===== src/rtl/lorenz_pkg.sv =====
// Shared constants and types for the Lorenz-to-DAC feeder: Q6.9 format,
// IEEE-754 double field layout, FSM state encoding and FIFO entry layout.
package lorenz_pkg;

    localparam int FRAC_BITS = 9;
    localparam int FIX_W     = 16;
    localparam logic [FIX_W-1:0] SAT_POS = 16'h7FFF;
    localparam logic [FIX_W-1:0] SAT_NEG = 16'h8000;

    localparam int DBL_W      = 64;
    localparam int DBL_EXP_W  = 11;
    localparam int DBL_FRAC_W = 52;
    localparam int DBL_BIAS   = 1023;

    // Exponent thresholds: below MIN_EXP the value is under one LSB, at or
    // above SAT_EXP the magnitude reaches 64 and saturates.
    localparam logic [DBL_EXP_W-1:0] EXP_ALL1   = '1;
    localparam logic [DBL_EXP_W-1:0] MIN_EXP    = DBL_EXP_W'(DBL_BIAS - FRAC_BITS);
    localparam logic [DBL_EXP_W-1:0] SAT_EXP    = DBL_EXP_W'(DBL_BIAS + FIX_W - 1 - FRAC_BITS);
    localparam logic [DBL_EXP_W-1:0] SHIFT_BASE = DBL_EXP_W'(DBL_FRAC_W + DBL_BIAS - FRAC_BITS);

    typedef enum logic [2:0] {
        IDLE,
        CONV_X,
        CONV_Y,
        CONV_Z,
        PUSH
    } state_t;

    typedef struct packed {
        logic [FIX_W-1:0] x;
        logic [FIX_W-1:0] y;
        logic [FIX_W-1:0] z;
    } sample_t;

endpackage


===== src/rtl/dbl_to_q69.sv =====
// Combinational IEEE-754 double to signed Q6.9 conversion, truncating toward
// zero, with saturation at +/-64 and zero for NaN, subnormals and tiny values.
module dbl_to_q69
    import lorenz_pkg::*;
(
    input  logic [DBL_W-1:0] d,
    output logic [FIX_W-1:0] q
);

    logic                  sign;
    logic [DBL_EXP_W-1:0]  exp_f;
    logic [DBL_FRAC_W-1:0] frac_f;
    logic [DBL_FRAC_W:0]   mant;
    logic [DBL_EXP_W-1:0]  shamt;
    logic [FIX_W-2:0]      mag;

    assign {sign, exp_f, frac_f} = d;
    assign mant  = {1'b1, frac_f};
    // Right shift that leaves floor(|value| * 2^FRAC_BITS) in the low bits.
    assign shamt = SHIFT_BASE - exp_f;
    assign mag   = (FIX_W-1)'(mant >> shamt);

    always_comb begin
        q = '0;
        if (exp_f == '0) begin
            q = '0;
        end else if (exp_f == EXP_ALL1) begin
            q = (frac_f != '0) ? '0 : (sign ? SAT_NEG : SAT_POS);
        end else if (exp_f >= SAT_EXP) begin
            q = sign ? SAT_NEG : SAT_POS;
        end else if (exp_f < MIN_EXP) begin
            q = '0;
        end else begin
            q = sign ? -{1'b0, mag} : {1'b0, mag};
        end
    end

endmodule


===== src/rtl/lorenz_dac_feeder.sv =====
// Converts Lorenz (x,y,z) doubles to Q6.9, buffers them and paces them to a DAC.
// Define LORENZ_DAC_OFFSET_BIN_EN to emit offset-binary codes instead of two's complement.
module lorenz_dac_feeder
    import lorenz_pkg::*;
#(
    parameter int DEPTH    = 8,
    parameter int RATE_DIV = 1000
) (
    input  logic             clk,
    input  logic             reset,
    input  logic             in_valid,
    output logic             in_ready,
    input  logic [DBL_W-1:0] x_in,
    input  logic [DBL_W-1:0] y_in,
    input  logic [DBL_W-1:0] z_in,
    output logic [FIX_W-1:0] dac_x,
    output logic [FIX_W-1:0] dac_y,
    output logic [FIX_W-1:0] dac_z,
    output logic             dac_strobe,
    output logic [7:0]       underrun_cnt
);

    localparam int PTR_W  = $clog2(DEPTH);
    localparam int CNT_W  = PTR_W + 1;
    localparam int PACE_W = $clog2(RATE_DIV);
    localparam logic [PACE_W-1:0] PACE_LAST = PACE_W'(RATE_DIV - 1);
    localparam logic [CNT_W-1:0]  FULL_CNT  = CNT_W'(DEPTH);
`ifdef LORENZ_DAC_OFFSET_BIN_EN
    localparam logic [FIX_W-1:0] OUT_FLIP = SAT_NEG;
`else
    localparam logic [FIX_W-1:0] OUT_FLIP = '0;
`endif

    state_t           state_reg;
    logic             in_ready_reg;
    logic [DBL_W-1:0] x_reg, y_reg, z_reg;
    logic [FIX_W-1:0] qx_reg, qy_reg, qz_reg;
    logic [DBL_W-1:0] conv_in;
    logic [FIX_W-1:0] conv_out;

    sample_t          fifo_mem [DEPTH];
    logic [PTR_W-1:0] wr_ptr_reg, rd_ptr_reg;
    logic [CNT_W-1:0] count_reg, count_next;
    logic [PACE_W-1:0] pace_reg;
    logic [FIX_W-1:0] dac_x_reg, dac_y_reg, dac_z_reg;
    logic             dac_strobe_reg;
    logic [7:0]       underrun_reg;

    logic hs, push, slot, pop, idle_next;

    // in_ready_reg is only ever high in IDLE, so it doubles as the state qualifier.
    assign hs        = in_valid && in_ready_reg;
    assign push      = (state_reg == PUSH);
    assign slot      = (pace_reg == PACE_LAST);
    assign pop       = slot && (count_reg != '0);
    assign idle_next = push || ((state_reg == IDLE) && !hs);

    always_comb begin
        count_next = count_reg;
        if (push && !pop) begin
            count_next = count_reg + CNT_W'(1);
        end else if (pop && !push) begin
            count_next = count_reg - CNT_W'(1);
        end
    end

    always_comb begin
        case (state_reg)
            CONV_Y:  conv_in = y_reg;
            CONV_Z:  conv_in = z_reg;
            default: conv_in = x_reg;
        endcase
    end

    dbl_to_q69 u_conv (
        .d (conv_in),
        .q (conv_out)
    );

    always_ff @(posedge clk or negedge reset) begin
        if (!reset) begin
            state_reg    <= IDLE;
            in_ready_reg <= 1'b0;
        end else begin
            case (state_reg)
                IDLE:    if (hs) state_reg <= CONV_X;
                CONV_X:  state_reg <= CONV_Y;
                CONV_Y:  state_reg <= CONV_Z;
                CONV_Z:  state_reg <= PUSH;
                PUSH:    state_reg <= IDLE;
                default: state_reg <= IDLE;
            endcase
            in_ready_reg <= idle_next && (count_next != FULL_CNT);
        end
    end

    // Datapath registers and FIFO storage carry no reset; validity lives in the FSM and count.
    always_ff @(posedge clk) begin
        if (hs) begin
            x_reg <= x_in;
            y_reg <= y_in;
            z_reg <= z_in;
        end
        if (state_reg == CONV_X) qx_reg <= conv_out;
        if (state_reg == CONV_Y) qy_reg <= conv_out;
        if (state_reg == CONV_Z) qz_reg <= conv_out;
        if (push) fifo_mem[wr_ptr_reg] <= {qx_reg, qy_reg, qz_reg};
    end

    always_ff @(posedge clk or negedge reset) begin
        if (!reset) begin
            wr_ptr_reg     <= '0;
            rd_ptr_reg     <= '0;
            count_reg      <= '0;
            pace_reg       <= '0;
            dac_x_reg      <= '0;
            dac_y_reg      <= '0;
            dac_z_reg      <= '0;
            dac_strobe_reg <= 1'b0;
            underrun_reg   <= '0;
        end else begin
            if (push) wr_ptr_reg <= wr_ptr_reg + PTR_W'(1);
            if (pop)  rd_ptr_reg <= rd_ptr_reg + PTR_W'(1);
            count_reg      <= count_next;
            pace_reg       <= slot ? '0 : pace_reg + PACE_W'(1);
            dac_strobe_reg <= pop;
            if (pop) begin
                dac_x_reg <= fifo_mem[rd_ptr_reg].x ^ OUT_FLIP;
                dac_y_reg <= fifo_mem[rd_ptr_reg].y ^ OUT_FLIP;
                dac_z_reg <= fifo_mem[rd_ptr_reg].z ^ OUT_FLIP;
            end else if (slot && (underrun_reg != 8'hFF)) begin
                underrun_reg <= underrun_reg + 8'd1;
            end
        end
    end

    assign in_ready     = in_ready_reg;
    assign dac_x        = dac_x_reg;
    assign dac_y        = dac_y_reg;
    assign dac_z        = dac_z_reg;
    assign dac_strobe   = dac_strobe_reg;
    assign underrun_cnt = underrun_reg;

endmodule


===== config.mk =====
export PLATFORM = sky130hd
export DESIGN_NAME = lorenz_dac_feeder
export DESIGN_NICKNAME = d
export VERILOG_FILES = /design/src/rtl/lorenz_pkg.sv /design/src/rtl/dbl_to_q69.sv /design/src/rtl/lorenz_dac_feeder.sv
export SDC_FILE = /design/constraint.sdc
export NUM_CORES = 1
export LEC_CHECK = 0
export ABC_AREA = 1
export CAP_MARGIN = 40
export CORE_UTILIZATION = 30
export DETAILED_ROUTE_END_ITERATION = 8
export PLACE_DENSITY = 0.55
export SLEW_MARGIN = 20
export SYNTH_ARGS = -nofsm -noshare
export SYNTH_HDL_FRONTEND = slang
export SYNTH_HIERARCHICAL = 1
export SYNTH_SLANG_ARGS = --single-unit

===== constraint.sdc =====
create_clock -name clk -period 9.08 [get_ports clk]
set_input_delay 0.908 -clock clk [delete_from_list [all_inputs] [get_ports clk]]
set_output_delay 0.908 -clock clk [all_outputs]
set_load 0.1 [all_outputs]

# == Yosys cells after proc, flatten, opt, wreduce, memory -nomap -nowiden ==
# Memories as Yosys holds them, arrays and structs flattened. A register that Yosys moved wholly into a read port is not among the register bits.
# Index checks and enable logic that the tools add are counted.
# classes
muxes,15
shifts,1
reduce_logical,17
n_addsub,8
eq_ne,9
bitwise_logic,1
magnitude_cmp,2
# op_table
cell,n
case mux 64 bit (2 select lines),1
two-way mux 16 bit,7
right shift 53 x 11 -> 15 bit,1
nonzero test 52 bit,1
negation 15 -> 16 bit,1
case mux 3 bit (4 select lines),1
"equality test 11 bit, second input constant",1
">= comparator 11 bit, second input constant",1
zero test 11 bit,1
"< comparator 11 x 10 -> 1 bit, second input constant",1
"subtractor 11 bit, first input constant",1
"adder 10 x 1 -> 10 bit, second input constant",1
"equality test 10 bit, second input constant",1
two-way mux 10 bit,1
"adder 8 x 1 -> 8 bit, second input constant",1
two-way mux 4 bit,2
"!= test 8 bit, second input constant",1
logical AND 1 bit,7
"adder 3 x 1 -> 3 bit, second input constant",2
"equality test 3 x 2 -> 1 bit, second input constant",2
"adder 4 x 1 -> 4 bit, second input constant",1
zero test 1 bit,4
"!= test 4 bit, second input constant",1
nonzero test 4 bit,1
other kinds (10),11
# totals
out_inout_bits,58
in_bits,195
wordCells,68
n_memories,1
regBits,273
ramBits,384
# mem_list
memory,depth,word_bits,read_ports,rd_ports_with_merged_regs,wr,line_no,text
fifo_mem,8,48,1,1,1,lorenz_dac_feeder.sv:41,sample_t fifo_mem [DEPTH];

# == Depth between registers and ports, before layout ==
# Gate-level depths: netlist of run 1.
# logic_depth
depth_word,10
ltp_mapped,38
depth_no_buf,34

# == Modules after synthesis ==
# The synthesis of run 1 kept the hierarchy.
# by_module_without_submodules
module,cells_per_inst,instances,area_per_inst_um2,seq_area_each_um2
lorenz_dac_feeder,1867,1,26748.2,20764.9
dbl_to_q69,845,1,4221.5,0.0

# == Worst setup path after synthesis of run 1 ==
# Ideal clock, no wire load.
# synth_path
path_type,register to register
from,"register in_ready_reg, in the netlist in_ready"
to,"register x_reg[0], enable pin"
required_time_ns,8.536
setup_ns,0.544
t_arrival_ns,4.828
path_slack_ns,3.708
stages_incl_launch_ff,3
path_buffers,0
path_cell_list,dfrtp_1 -> nand2_1 -> inv_1
# synth_via
elab_chain_len,1
# synth_rtl
element,line_no,text
"start, declared",lorenz_dac_feeder.sv:35,logic in_ready_reg;
"start signal, assigned",lorenz_dac_feeder.sv:93,in_ready_reg <= idle_next && (count_next != FULL_CNT);
logical AND 1 bit,lorenz_dac_feeder.sv:52,assign hs = in_valid && in_ready_reg;
named net hs,lorenz_dac_feeder.sv:49,"logic hs, push, slot, pop, idle_next;"
"end signal, assigned",lorenz_dac_feeder.sv:100,x_reg <= x_in;
"end, declared",lorenz_dac_feeder.sv:36,"logic [DBL_W-1:0] x_reg, y_reg, z_reg;"
# The timed path passes the listed nets, and every way through them passes these cells.
# A chain may end at the register's enable or synchronous reset.

# == Worst setup path in the final report of run 1 ==
# layout_path
from,register state_reg[2]
to,register qx_reg[4] (data pin)
# layout_via
elab_chain_len,10
# layout_rtl
element,line_no,text
"start, declared",lorenz_dac_feeder.sv:34,state_t state_reg;
"start signal, assigned",lorenz_dac_feeder.sv:82,state_reg <= IDLE;
"start signal, assigned",lorenz_dac_feeder.sv:86,IDLE: if (hs) state_reg <= CONV_X;
"start signal, assigned",lorenz_dac_feeder.sv:87,CONV_X: state_reg <= CONV_Y;
equality test 3 x 2 -> 1 bit,lorenz_dac_feeder.sv:68,case (state_reg)
case mux 64 bit (2 select lines) *,lorenz_dac_feeder.sv:68,
named net conv_in[53],lorenz_dac_feeder.sv:38,logic [DBL_W-1:0] conv_in;
subtractor 11 bit,dbl_to_q69.sv:20,assign shamt = SHIFT_BASE - exp_f;
right shift 53 x 11 -> 15 bit,dbl_to_q69.sv:21,assign mag = (FIX_W-1)'(mant >> shamt);
negation 15 -> 16 bit,dbl_to_q69.sv:34,"q = sign ? -{1'b0, mag} : {1'b0, mag};"
two-way mux 16 bit,dbl_to_q69.sv:34,
two-way mux 16 bit,dbl_to_q69.sv:31,end else if (exp_f < MIN_EXP) begin
two-way mux 16 bit,dbl_to_q69.sv:29,end else if (exp_f >= SAT_EXP) begin
two-way mux 16 bit,dbl_to_q69.sv:27,end else if (exp_f == EXP_ALL1) begin
two-way mux 16 bit *,dbl_to_q69.sv:25,if (exp_f == '0) begin
named net conv_out[4],lorenz_dac_feeder.sv:39,logic [FIX_W-1:0] conv_out;
"end signal, assigned",lorenz_dac_feeder.sv:104,if (state_reg == CONV_X) qx_reg <= conv_out;
"end, declared",lorenz_dac_feeder.sv:37,"logic [FIX_W-1:0] qx_reg, qy_reg, qz_reg;"
# Mark *: on every way through the listed nets, which the timed path passes. The rest lies on a longest branch.

==> results.yml, run 1 <==
status:
  status: "complete, no violations"
logic_synthesis:
  synth_enable_flop_cells: 624
  synth_top_family_by_area: "simple AND/OR/NAND/NOR gates"
  ys_seq_elements: 705
  postSynthCellCount: 2712
  syn_nets: 2918
  async_flop_share: 0.115
  avgSynthCellArea_sq_um: 11.4
  synth_xor_area_frac: 0.00452
  synth_area_sq_um: 31000
  synth-simple-area-share: 0.171
  synth_compound_area_frac: 0.0707
  synth_flop_cell: "edfxtp_1"
  synthAdderAreaFrac: 0.00444
  ys_types: 46
  ys_seq_area_frac: 0.670
  yosys-mux-area-fraction: 0.0318
  ys_warn_count: 6
worst_setup_path:
  slowest_stage: "buf_4"
  startpoint: "state_reg[2]$_DFFE_PN0N_"
  crit_path_end_kind: "flip-flop"
  r2r_start: "state_reg[2]$_DFFE_PN0N_"
  critPathKind: "reg -> reg"
  critPathCapture: "qx_reg[4]$_DFFE_PP_"
  critPathMaxStageDelay_ps: 680
  crit_path_start_kind: "flip-flop"
  ff2ff_path_depth: 32
  reg2reg_to: "qx_reg[4]$_DFFE_PP_"
  arrival_ps: 7030
  reg2reg_slack_ps: 2410
  critPathRequiredTime_ps: 9440
  worstPathMaxFanout: 63
  crit_path_frequent_cell: "nand2_1"
drt:
  ant_nets: 0
  drt-pass1-iter-count: 6
  wl_mm: 84.4
  via_per_inst: 4.87
  wl_per_cell_um: 19.1
  drt_drc_violations_left: 0
  route.vias.total: 21500
  drtIter0Drc: 1607
sta:
  finalSetupTns_ps: 0
  fmax_ghz: 0.150
  clock-skew-final_ps: 32.2
  period_share: 0.734
  period_needed_ps: 6670
  setup-violations-final: 0
  slew_violations: 0
  final_hold_viol_count: 0
  slew-limit-headroom: 0.415
  tightest_slew_ps: 876
  rsz0062_at_grt: "no"
placement:
  gp_congestion: 0.920
  dp_hpwl_mm: 54.2
  dp_cells: 4272
  port_buffers: 252
clocking:
  htreeDepth: 3
  cts_tree: "built"
  cts.sinks: 705
  cts-root-buf: "clkbuf_16"
  clock_path_buffers: 3
  path_clk_slew_ps: 60
  clk_latency_ps: 640
  post_cts.repair.setup_buffers: 0
  cts.hold.buffers_added: 0
  ctsResizeCount: 0
  numCtsBuffers: 78
grt:
  grtUsageMet2: 0.261
  grt_overflow: 0
  use_met3: 0.0305
  grt.met1_usage: 0.214
  top_usage_layer: "met2"
  antenna_found_initial: 2
  grt_usage: 0.161
  grt_pass1_wl_mm: 126
  grt_start_max_net_pins: 94
  grt_pass1_vias: 20400
hold_path:
  hp-class: "in -> async"
floorplanning:
  coreArea_sq_um: 102000
  dieWidth_um: 323
  die_y_um: 323
  ios: 253
  die-area_sq_um: 105000
  rows: 117
  start_util: 0.304
power_and_ir_drop:
  vdd_drop_max_mv: 0.290
  p_per_area_nw_per_um2: 330
  p_leak_nw: 13.9
final_layout:
  diodes: 0
  area_growth_pct: 25.3
  top_register: "fifo_mem"
  layout_commonest_cell: "edfxtp_1"
  final_cells: 4418
  largest_reg_flops: 384
  drive_above_1_share: 0.0970
  final_cell_mix: "edfxtp_1 (624), nand2_1 (511), nand3_1 (393), clkdlybuf4s50_1 (251), inv_1 (159)"
  finalNetCount: 3192
job:
  cap_violations: 0
-- metrics by stage --
stage	util	power [W]	hold slack (ps)	worst slack [ps]	instance area, sq um
after floorplan	-	0.00813	493	3710	31000
after global placement	0.341	0.00956	469	2490	34800
after detailed placement	0.354	0.00962	468	2420	36100
after CTS	0.380	0.0129	286	2380	38800
after global routing	0.380	0.0136	310	1690	38800
final	0.380	0.0128	276	2410	38800
-- Yosys cell counts, types with 2 or more instances --
library cell / n / share of area
inv_1: 160 / 0.019
o21ai_1: 29 / 0.0047
xor2_1: 14 / 0.0040
ha_1: 11 / 0.0044
clkbuf_1: 74 / 0.0090
buf_6: 9 / 0.0033
nand2_1: 511 / 0.062
or2_2: 5 / 0.0010
nand4_1: 112 / 0.023
nand3b_1: 2 / 0.00048
nor3_1: 10 / 0.0016
inv_2: 14 / 0.0017
o211ai_1: 63 / 0.015
edfxtp_1: 624 / 0.61
buf_2: 42 / 0.0068
nor4_1: 14 / 0.0028
nand3_1: 394 / 0.064
mux2_2: 2 / 0.00073
nor2_1: 73 / 0.0088
buf_4: 19 / 0.0046
o21ai_0: 157 / 0.025
a21oi_1: 129 / 0.021
a31oi_1: 4 / 0.00081
xnor2_1: 2 / 0.00057
mux2i_1: 96 / 0.031
nor2_4: 6 / 0.0022
nand3_2: 3 / 0.00097
o21ai_2: 2 / 0.00057
a21oi_2: 2 / 0.00057
or2_1: 2 / 0.00040
dfrtp_1: 81 / 0.065
buf_1: 20 / 0.0024
nand2_2: 12 / 0.0024
nor3_2: 2 / 0.00065
-- logic make-up after synthesis --
logic type	after synthesis
flops	705
buf+inv	339
xor+xnor	16
compound gates	393
fa+ha+maj	11
mux	98
simple gates	1150
-- worst max-delay path, delay by kind of cell, from the launching register on --
family / cells / cell delay (ps)
AO/OA/AOI/OAI: 3 / 380
adder cells (fa/ha/maj): 2 / 530
buffers and inverters: 4 / 1350
flip-flops: 1 / 400
AND/OR/NAND/NOR: 23 / 3670
-- where the power goes --
group,internal [W],switching [W],total [W],leakage (nW)
logic,0.00142,0.00368,0.00510,5.88
clock network,0.00188,0.00132,0.00321,1.28
registers,0.00421,0.000299,0.00451,6.79
total,0.00751,0.00530,0.0128,13.9
-- per-layer routing --
layer / routed length (um) / share of wire
met2: 40000 / 0.47
met5: 28 / 0.00033
met1: 36700 / 0.43
met3: 5160 / 0.061
met4: 2500 / 0.030
-- worst min path at each step --
| stage | from | end | slack [ps] | cells after the start |
|---|---|---|---|---|
| finish | reset | underrun_cnt[0]$_DFFE_PN0P_ | 280 | 1 |
| detailed placement | dac_x[12]$_DFFE_PN0P_ | dac_x[12]$_DFFE_PN0P_ | 470 | 2 |
| global placement | dac_z[12]$_DFFE_PN0P_ | dac_z[12]$_DFFE_PN0P_ | 470 | 2 |
| global route | reset | underrun_cnt[3]$_DFFE_PN0P_ | 310 | 1 |
| floorplan | wr_ptr_reg[0]$_DFFE_PN0P_ | wr_ptr_reg[0]$_DFFE_PN0P_ | 490 | 2 |
| CTS | reset | underrun_cnt[3]$_DFFE_PN0P_ | 290 | 1 |
-- layout make-up --
class,instances,area (sq um)
fill,9793,63200
sequential,705,20800
multi-input combinational,1668,8840
timing repair buffer,358,4200
clock buffer,98,2130
tap,1368,1710
inverter,175,662
clock inverter,46,499
No activity file was read; power rests on OpenSTA's default activity.
==> run 2, diff against run 1 <==
- clock period: 9.08 -> 6.4 ns (I/O delays scaled with it)
==> run 2 against run 1 <==
Net effect:
- the run now ends with hold timing left
- register-to-register slack worse by 1500 ps
- final area about the same
- combinational power is 45% higher
- total power grew 41%
- clock power increased by 34%
- first-iteration DRC count down 3.6%
- critical path type unchanged
==> results.yml, run 2 (synthesis gave the netlist of run 1 again) <==
power_and_ir_drop:
  vdd_drop_max_mv: 0.474
  p_per_area_nw_per_um2: 466
  p_leak_nw: 13.9
drt:
  wl_per_cell_um: 19.2
  via_per_inst: 4.87
  ant_nets: 0
  drtIter0Drc: 1549
  drt-pass1-iter-count: 5
  route.vias.total: 21600
  wl_mm: 85.0
  drt_drc_violations_left: 0
final_layout:
  largest_reg_flops: 384
  layout_commonest_cell: "edfxtp_1"
  final_cells: 4427
  final_cell_mix: "edfxtp_1 (624), nand2_1 (511), nand3_1 (393), clkdlybuf4s50_1 (251), inv_1 (159)"
  drive_above_1_share: 0.0955
  multi_input_area_sq_um: 8830
  final.fill_count: 9900
  area_growth_pct: 25.2
  seqCellArea_sq_um: 20800
  finalNetCount: 3199
  top_register: "fifo_mem"
sta:
  final_hold_viol_count: 1
  slew_violations: 0
  period_share: 0.865
  fmax_ghz: 0.181
  slew-limit-headroom: 0.345
  setup-violations-final: 0
  whs_ps: -0.340
  rsz0062_at_grt: "no"
  tightest_slew_ps: 983
  clock-skew-final_ps: 30.4
  finalSetupTns_ps: 0
  period_needed_ps: 5530
grt:
  antenna_found_initial: 3
  grt_start_max_net_pins: 182
  grt_pass1_wl_mm: 128
  grt_usage: 0.162
  grt_overflow: 0
  grt_pass1_vias: 20800
clocking:
  ctsResizeCount: 0
  clock_path_buffers: 3
  clk_latency_ps: 640
  htreeDepth: 3
  cts-root-buf: "clkbuf_16"
  numCtsBuffers: 77
  cts.hold.buffers_added: 0
  path_clk_slew_ps: 60
  post_cts.repair.setup_buffers: 0
  cts_tree: "built"
  cts.sinks: 705
floorplanning:
  rows: 117
  dieWidth_um: 323
  coreArea_sq_um: 102000
  die_y_um: 323
  start_util: 0.304
  ios: 253
  die-area_sq_um: 105000
hold_path:
  hp-class: "in -> async"
worst_setup_path:
  crit_path_start_kind: "flip-flop"
  reg2reg_to: "qx_reg[13]$_DFFE_PP_"
  arrival_ps: 5880
  critPathRequiredTime_ps: 6750
  critPathMaxStageDelay_ps: 530
  worstPathMaxFanout: 55
  r2r_start: "state_reg[2]$_DFFE_PN0N_"
  slowest_stage: "a21oi_1"
  critPathKind: "reg -> reg"
  crit_path_frequent_cell: "nand2_1"
  crit_path_end_kind: "flip-flop"
  reg2reg_slack_ps: 870
  ff2ff_path_depth: 33
placement:
  dp_cells: 4280
  gp_congestion: 0.906
  dp_hpwl_mm: 55.4
  port_buffers: 252
job:
  cap_violations: 0
status:
  violations: "hold timing"
  status: "finished, violations left"
## run 2: cell types whose count changed in the layout (fill, tap and decap cells not counted), sizes merged
cell and change:
clkinvlp -1, buf +8, bufinv -3, diode +1
inv -4, clkbuf +5, clkinv +3
## run 2: critical path, delay by kind of cell, from the launching register on
| family | cells | cell delay (ps) |
|---|---|---|
| flip-flops | 1 | 400 |
| AND/OR/NAND/NOR | 27 | 3280 |
| buffers and inverters | 5 | 1040 |
| AO/OA/AOI/OAI | 1 | 530 |
## run 2: metal layers
| layer | track usage | part of all wire | wire length (um) | vias up |
|---|---|---|---|---|
| met1 | 0.212 | 0.44 | 37100 | 10400 |
| li1 | - | - | - | 10400 |
| met5 | 0 | 0.00044 | 37 | - |
| met4 | 0.0464 | 0.022 | 1910 | 6 |
| met2 | 0.273 | 0.49 | 41500 | 678 |
| met3 | 0.0284 | 0.053 | 4540 | 121 |
## run 2: layout make-up
class	instances	area share
Sequential cell	705	0.536
Multi-Input combinational cell	1668	0.228
Timing Repair Buffer	366	0.111
Clock buffer	103	0.0532
Tap cell	1368	0.0441
Inverter	175	0.0171
Clock inverter	41	0.0107
Antenna cell	1	0.0000645
## run 2: stage by stage
| stage | hold slack, ps | setup slack, ps | area [sq um] | utilization | total power [W] |
|---|---|---|---|---|---|
| after floorplan | 344 | 1030 | 31000 | - | 0.0115 |
| after global placement | 467 | 1020 | 34800 | 0.342 | 0.0137 |
| after detailed placement | 469 | 893 | 36300 | 0.355 | 0.0138 |
| after CTS | 5.06 | 856 | 38800 | 0.380 | 0.0181 |
| after global routing | 28.5 | 405 | 38800 | 0.380 | 0.0192 |
| final | -0.340 | 865 | 38800 | 0.380 | 0.0181 |
## run 2: worst max path at each step
| stage | start | to | slack, ps |
|---|---|---|---|
| after floorplan | in_ready$_DFF_PN0_ | x_reg[0]$_DFFE_PP_ | 1030 |
| after global placement | state_reg[2]$_DFFE_PN0N_ | qx_reg[14]$_DFFE_PP_ | 1020 |
| after detailed placement | state_reg[2]$_DFFE_PN0N_ | qx_reg[14]$_DFFE_PP_ | 890 |
| after CTS | state_reg[2]$_DFFE_PN0N_ | qy_reg[14]$_DFFE_PN_ | 860 |
| after global routing | state_reg[2]$_DFFE_PN0N_ | qz_reg[14]$_DFFE_PP_ | 410 |
| final | state_reg[2]$_DFFE_PN0N_ | qx_reg[13]$_DFFE_PP_ | 870 |
## run 2: power by group
part	internal (W)	total [W]	switching, W
sequential	0.00597	0.00638	0.000413
combinational	0.00206	0.00738	0.00532
clock	0.00246	0.00431	0.00185
==> run 3, diff against run 2 <==
- CORE_MARGIN: unset -> 2
==> run 3 against run 2 <==
Net effect:
- maximum frequency is 1.0% higher
- non-clock buffer count rose by 6
- largest cell class unchanged
- via count rose by 0.78%
- largest power group unchanged
- clock skew rose by 15 ps
- sequential power barely moved
- hold slack better by 55 ps
- highest routed layer unchanged
- die area increased by 1.2%
- flip-flop and latch count stayed put
- the run now ends clean
==> results.yml, run 3 (synthesis gave the netlist of run 1 again) <==
final_layout:
  largest_reg_flops: 384
  post-route-util: 0.380
  diodes: 0
  drive_above_1_share: 0.0986
  area_growth_pct: 25.4
  final_cell_mix: "edfxtp_1 (624), nand2_1 (511), nand3_1 (393), clkdlybuf4s50_1 (251), inv_1 (159)"
  final.fill_count: 9860
  top_register: "fifo_mem"
  finalNetCount: 3207
  layout_commonest_cell: "edfxtp_1"
power_and_ir_drop:
  clkPwrFrac: 0.237
  vdd_drop_max_mv: 0.510
  finalPower_w: 0.0181
  intPower_w: 0.0105
  p_seq_frac: 0.353
  p_leak_nw: 14.0
  switchingPower_w: 0.00757
  p_sw_frac: 0.419
  pwr-share-comb: 0.410
  p_per_area_nw_per_um2: 466
placement:
  port_buffers: 252
  gp_congestion: 0.889
  place_ws_ps: 872
  dp_hpwl_mm: 55.4
sta:
  clock-skew-final_ps: 45.4
  period_share: 0.856
  period_needed_ps: 5480
  slew-limit-headroom: 0.468
  finalSetupTns_ps: 0
  rsz0062_at_grt: "no"
  final_hold_viol_count: 0
  whs_ps: 55.0
  tightest_slew_ps: 794
  setup-violations-final: 0
  setup_slack_ps: 922
  slew_violations: 0
  fmax_ghz: 0.183
hold_path:
  hp-class: "in -> async"
clocking:
  clock_path_buffers: 3
  htreeDepth: 3
  cts.hold.buffers_added: 0
  post_cts.repair.setup_buffers: 0
  ctsResizeCount: 0
  cts_tree: "built"
  cts.sinks: 705
  path_clk_slew_ps: 60
  cts-root-buf: "clkbuf_16"
  numCtsBuffers: 79
  clk_latency_ps: 660
worst_setup_path:
  crit_buf_inv: 6
  r2r_start: "state_reg[2]$_DFFE_PN0N_"
  slowest_stage: "clkinv_1"
  reg2reg_to: "qy_reg[10]$_DFFE_PN_"
  reg2reg_slack_ps: 920
  crit_path_end_kind: "flip-flop"
  critPathMaxStageDelay_ps: 620
  critPathRequiredTime_ps: 6780
  critPathTopFamily: "simple AND/OR/NAND/NOR gates"
  critPathKind: "reg -> reg"
  ff2ff_path_depth: 26
  crit_path_start_kind: "flip-flop"
  startpoint: "state_reg[2]$_DFFE_PN0N_"
  arrival_ps: 5860
  crit_path_frequent_cell: "nand2_1"
  worstPathMaxFanout: 51
floorplanning:
  start_util: 0.304
  coreArea_sq_um: 102000
  die_y_um: 325
  ios: 253
  dieWidth_um: 325
  rows: 117
  die-area_sq_um: 106000
status:
  status: "complete, no violations"
job:
  cap_violations: 0
grt:
  grt_pass1_wl_mm: 129
  grt_start_max_net_pins: 127
  grt_usage: 0.158
  grt_pass1_vias: 20900
  antenna_found_initial: 4
  grt_overflow: 0
drt:
  via_per_inst: 4.90
  drt-pass1-iter-count: 8
  drtIter0Drc: 1624
  route.vias.total: 21700
  wl_mm: 85.0
  drt_drc_violations_left: 0
  wl_per_cell_um: 19.2
  ant_nets: 0
==> run 3: power groups by stage <==
stage	clock, W	combinational (W)	sequential [W]
3_5_place_dp	0	0.00735	0.00648
3_3_place_gp	0	0.00728	0.00647
2_1_floorplan	0	0.00519	0.00635
5_1_grt	0.00459	0.00820	0.00644
6_report	0.00429	0.00741	0.00638
4_1_cts	0.00442	0.00737	0.00638
==> run 3: metal layers <==
metal / vias to the layer above / GRT usage / share of wire
met3: 128 / 0.0288 / 0.057
met4: 8 / 0.0425 / 0.023
met5: - / 0 / 0.00071
li1: 10400 / - / -
met2: 692 / 0.264 / 0.48
met1: 10500 / 0.210 / 0.44
==> run 3: worst reg2reg max path: cells and delay by family, from the launching register on <==
| family | cells | cell delay (ps) |
|---|---|---|
| compound gates | 2 | 450 |
| simple gates | 16 | 2010 |
| flops | 1 | 400 |
| buf+inv | 6 | 1830 |
| fa+ha+maj | 2 | 540 |
==> run 3: worst max path at each step <==
| stage | endpoint | cells after the start |
|---|---|---|
| 2_1_floorplan | x_reg[0]$_DFFE_PP_ | 2 |
| 3_3_place_gp | qy_reg[10]$_DFFE_PN_ | 26 |
| 3_5_place_dp | qy_reg[10]$_DFFE_PN_ | 26 |
| 4_1_cts | qy_reg[10]$_DFFE_PN_ | 26 |
| 5_1_grt | qz_reg[6]$_DFFE_PP_ | 26 |
| 6_report | qy_reg[10]$_DFFE_PN_ | 26 |
==> run 3: stage by stage <==
stage                     area (sq um)  cells
after global placement           34900   4217
after global routing             38800   4431
after detailed placement         36300   4287
after CTS                        38800   4430
after floorplan                  31000   2712
final                            38800   4431
==> run 3: cell type report <==
| class | count | area (sq um) | share of cell area |
|---|---|---|---|
| flip-flops and latches | 705 | 20800 | 0.535 |
| multi-input cells | 1668 | 8830 | 0.228 |
| repair buffers | 372 | 4380 | 0.113 |
| clock buffers | 102 | 2130 | 0.0550 |
| well taps | 1368 | 1710 | 0.0441 |
| inverters | 175 | 662 | 0.0170 |
| clock inverters | 41 | 334 | 0.00860 |
==> RTL edit, RTL diff (config.mk and constraints of run 2) <==
Set the parameter `DEPTH` to 16 (it was 8).
--- a/src/rtl/lorenz_dac_feeder.sv
+++ b/src/rtl/lorenz_dac_feeder.sv
@@ -4,5 +4,5 @@
     import lorenz_pkg::*;
 #(
-    parameter int DEPTH    = 8,
+    parameter int DEPTH    = 16,
     parameter int RATE_DIV = 1000
 ) (
Function: no difference found for any inputs over 4 cycles, from zero or initial values and one cycle with reset low; that may be too few to reach the edited logic, so the function may still have changed.
==> RTL edit against run 2 <==
Cell area is 43% higher. Utilization shrank 1.4 points. Power rose by 35%. Die area grew 48%. Maximum frequency rose by 1.8%. Wire length grew 56%. Hold slack better by 310 ps. Area after synthesis grew 48%. Non-clock buffer count increased by 25. Clock power up 48%. Setup slack gained 96 ps. Sequential cell count is 387 higher. Synthesized cell count up 41%. Critical endpoint is now qz_reg[10]. Largest power group is now sequential cells.
==> RTL edit: results (changes against run 2) <==
Worst R2R Path Depth=32 (was 33); post-synthesis sequential area ratio=70.51% (was 67.05%); R2R Setup Slk=960 ps (was 870 ps); Ys Warns=6 (unchanged); Crit. Startpoint=state_reg[2] (unchanged); synthesized area per cell=11.99 um^2 (was 11.42 um^2); largest cells by area after synthesis=edfxtp_1, nand3_1, dfrtp_1 (was edfxtp_1, dfrtp_1, nand3_1); detailed placer's ending HPWL=79.65 mm (was 55.41 mm); Top reg by flops=fifo_mem (unchanged); ant diodes=0 (was 1); setup repair bufs after CTS=0 (unchanged); status=finished clean (was finished with violations); via count=31620 (was 21560); Critical Path End Type=flop (unchanged); Post-synth EDFFs=1008 (was 624); global-route wire length before repair=197.3 mm (was 128.0 mm); Post-CTS Resized=0 (unchanged); critical-path maximum fanout=80 (was 55); Filler cells=14740 (was 9900); TritonRoute pass-1 iters=6 (was 5); HP Class=in2async (unchanged); clk slew on worst S/H paths=60 ps (about the same); Post-Route WL=132.7 mm (was 85.04 mm); vias in the first global route=30360 (was 20820); Port Buf Inserts=252 (unchanged); Post-CTS Hold Buffers=1 (was 0); H-tree lvl count=3 (unchanged); met2 Resource Use GR=27.76% (was 27.25%); synth unique cells=51 (was 46); layout cell share with drive strength beyond 1=9.193% (was 9.549%); gpl congestion=0.8516 (was 0.9061); clock buffer depth=3 (unchanged); worst r2r dst=qz_reg[10] (was qx_reg[13]); DP Cell Count=5983 (was 4280); FFs w/ async S/R, synth=7.692% (was 11.49%); worst IR drop on VDD=0.4852 mV (was 0.4741 mV); syn_nets=4038 (was 2918); Worst Path Arrival=5900 ps (was 5880 ps); Critical-path top delay cell=buf_4 (was a21oi_1); final setup fails=0 (unchanged); clock latency on the worst-skew pair=750 ps (was 640 ps); actual slew at the worst max-slew pin=1006 ps (was 982.9 ps); met1 GRT Util=23.13% (was 21.20%); Root Driver=clkbuf_16 (unchanged); nets=4285 (was 3199); commonest cells in the synthesized netlist=edfxtp_1, nor2_1, nand2_1, nand3_1, o21ai_0 (was edfxtp_1, nand2_1, nand3_1, inv_1, o21ai_0); initial drt markers=2862 (was 1549); P_leak=19.10 nW (was 13.92 nW); M3 GR Usage=3.204% (was 2.842%); Total GRT Usage=17.03% (was 16.17%); CTS buffer count=115 (was 77); largest net degree at the start of global routing=163 (was 182); worst-case clock skew=53.96 ps (was 30.44 ps); max FFs per register=768 (was 384); initial antenna violation count=7 (was 3); WL/cell=21.37 um (was 19.21 um); max incr delay on CP=560 ps (was 530 ps)
[RTL edit: power breakdown]
part | internal, mW | total [mW] | switching [mW]
Sequential | 9.11 | 9.91 | 0.794
Clock | 3.59 | 6.40 | 2.81
Combinational | 2.26 | 8.05 | 5.79
[RTL edit: per-stage QoR]
step | utilization, % | power [mW] | setup slack, ps | instance area, um^2
after CTS | 36.52 | 24.43 | 762.8 | 55470
after global routing | 36.60 | 25.73 | 386.6 | 55600
after global placement | 33.10 | 17.92 | 869.8 | 50280
after floorplan | - | 15.38 | 1028 | 45910
after detailed placement | 34.11 | 18.00 | 768.0 | 51810
final | 36.60 | 24.36 | 961.3 | 55600
[RTL edit: cells by family (layout without fill, tap and decap cells)]
kind of cell	count (synthesis)	in the layout	synth area share [%]
compound gates	748	748	9.645
xor+xnor	17	17	0.3243
fa+ha+maj	14	14	0.3816
buf+inv	380	728	3.895
flops	1092	1092	70.51
simple gates	1578	1578	15.24
[RTL edit: how the worst min path moves through the flow]
stage,from,endpoint,slack (ps),cells after the start
6_report,reset,dac_y[12],310,2
5_1_grt,reset,dac_y[13],300,2
3_3_place_gp,underrun_cnt[2],underrun_cnt[2],520,1
4_1_cts,reset,dac_x[1],270,2
2_1_floorplan,reset,count_reg[0],340,0
3_5_place_dp,underrun_cnt[2],underrun_cnt[2],530,1
[RTL edit: worst max-delay path: cells and delay by family (launching register included)]
| kind | cells | cell delay (ps) |
|---|---|---|
| AND/OR/NAND/NOR | 20 | 1960 |
| buffers and inverters | 7 | 1470 |
| AO/OA/AOI/OAI | 4 | 1010 |
| flip-flops | 1 | 510 |
| adder cells (fa/ha/maj) | 1 | 190 |
[RTL edit: final cells by class]
type | instances | area share (%)
clock buffers | 166 | 5.721
well taps | 2030 | 4.568
flip-flops and latches | 1092 | 58.24
clock inverters | 52 | 0.8372
repair buffers | 391 | 8.376
multi-input cells | 2357 | 21.41
inverters | 119 | 0.8462
[RTL edit: layer usage]
layer	vias to the layer above	share of wire [%]	wire length, um
met3	181	6.9	9114
met5	-	0.038	50
met1	15670	44	57980
li1	14650	-	-
met2	1115	47	62650
met4	8	2.2	2858
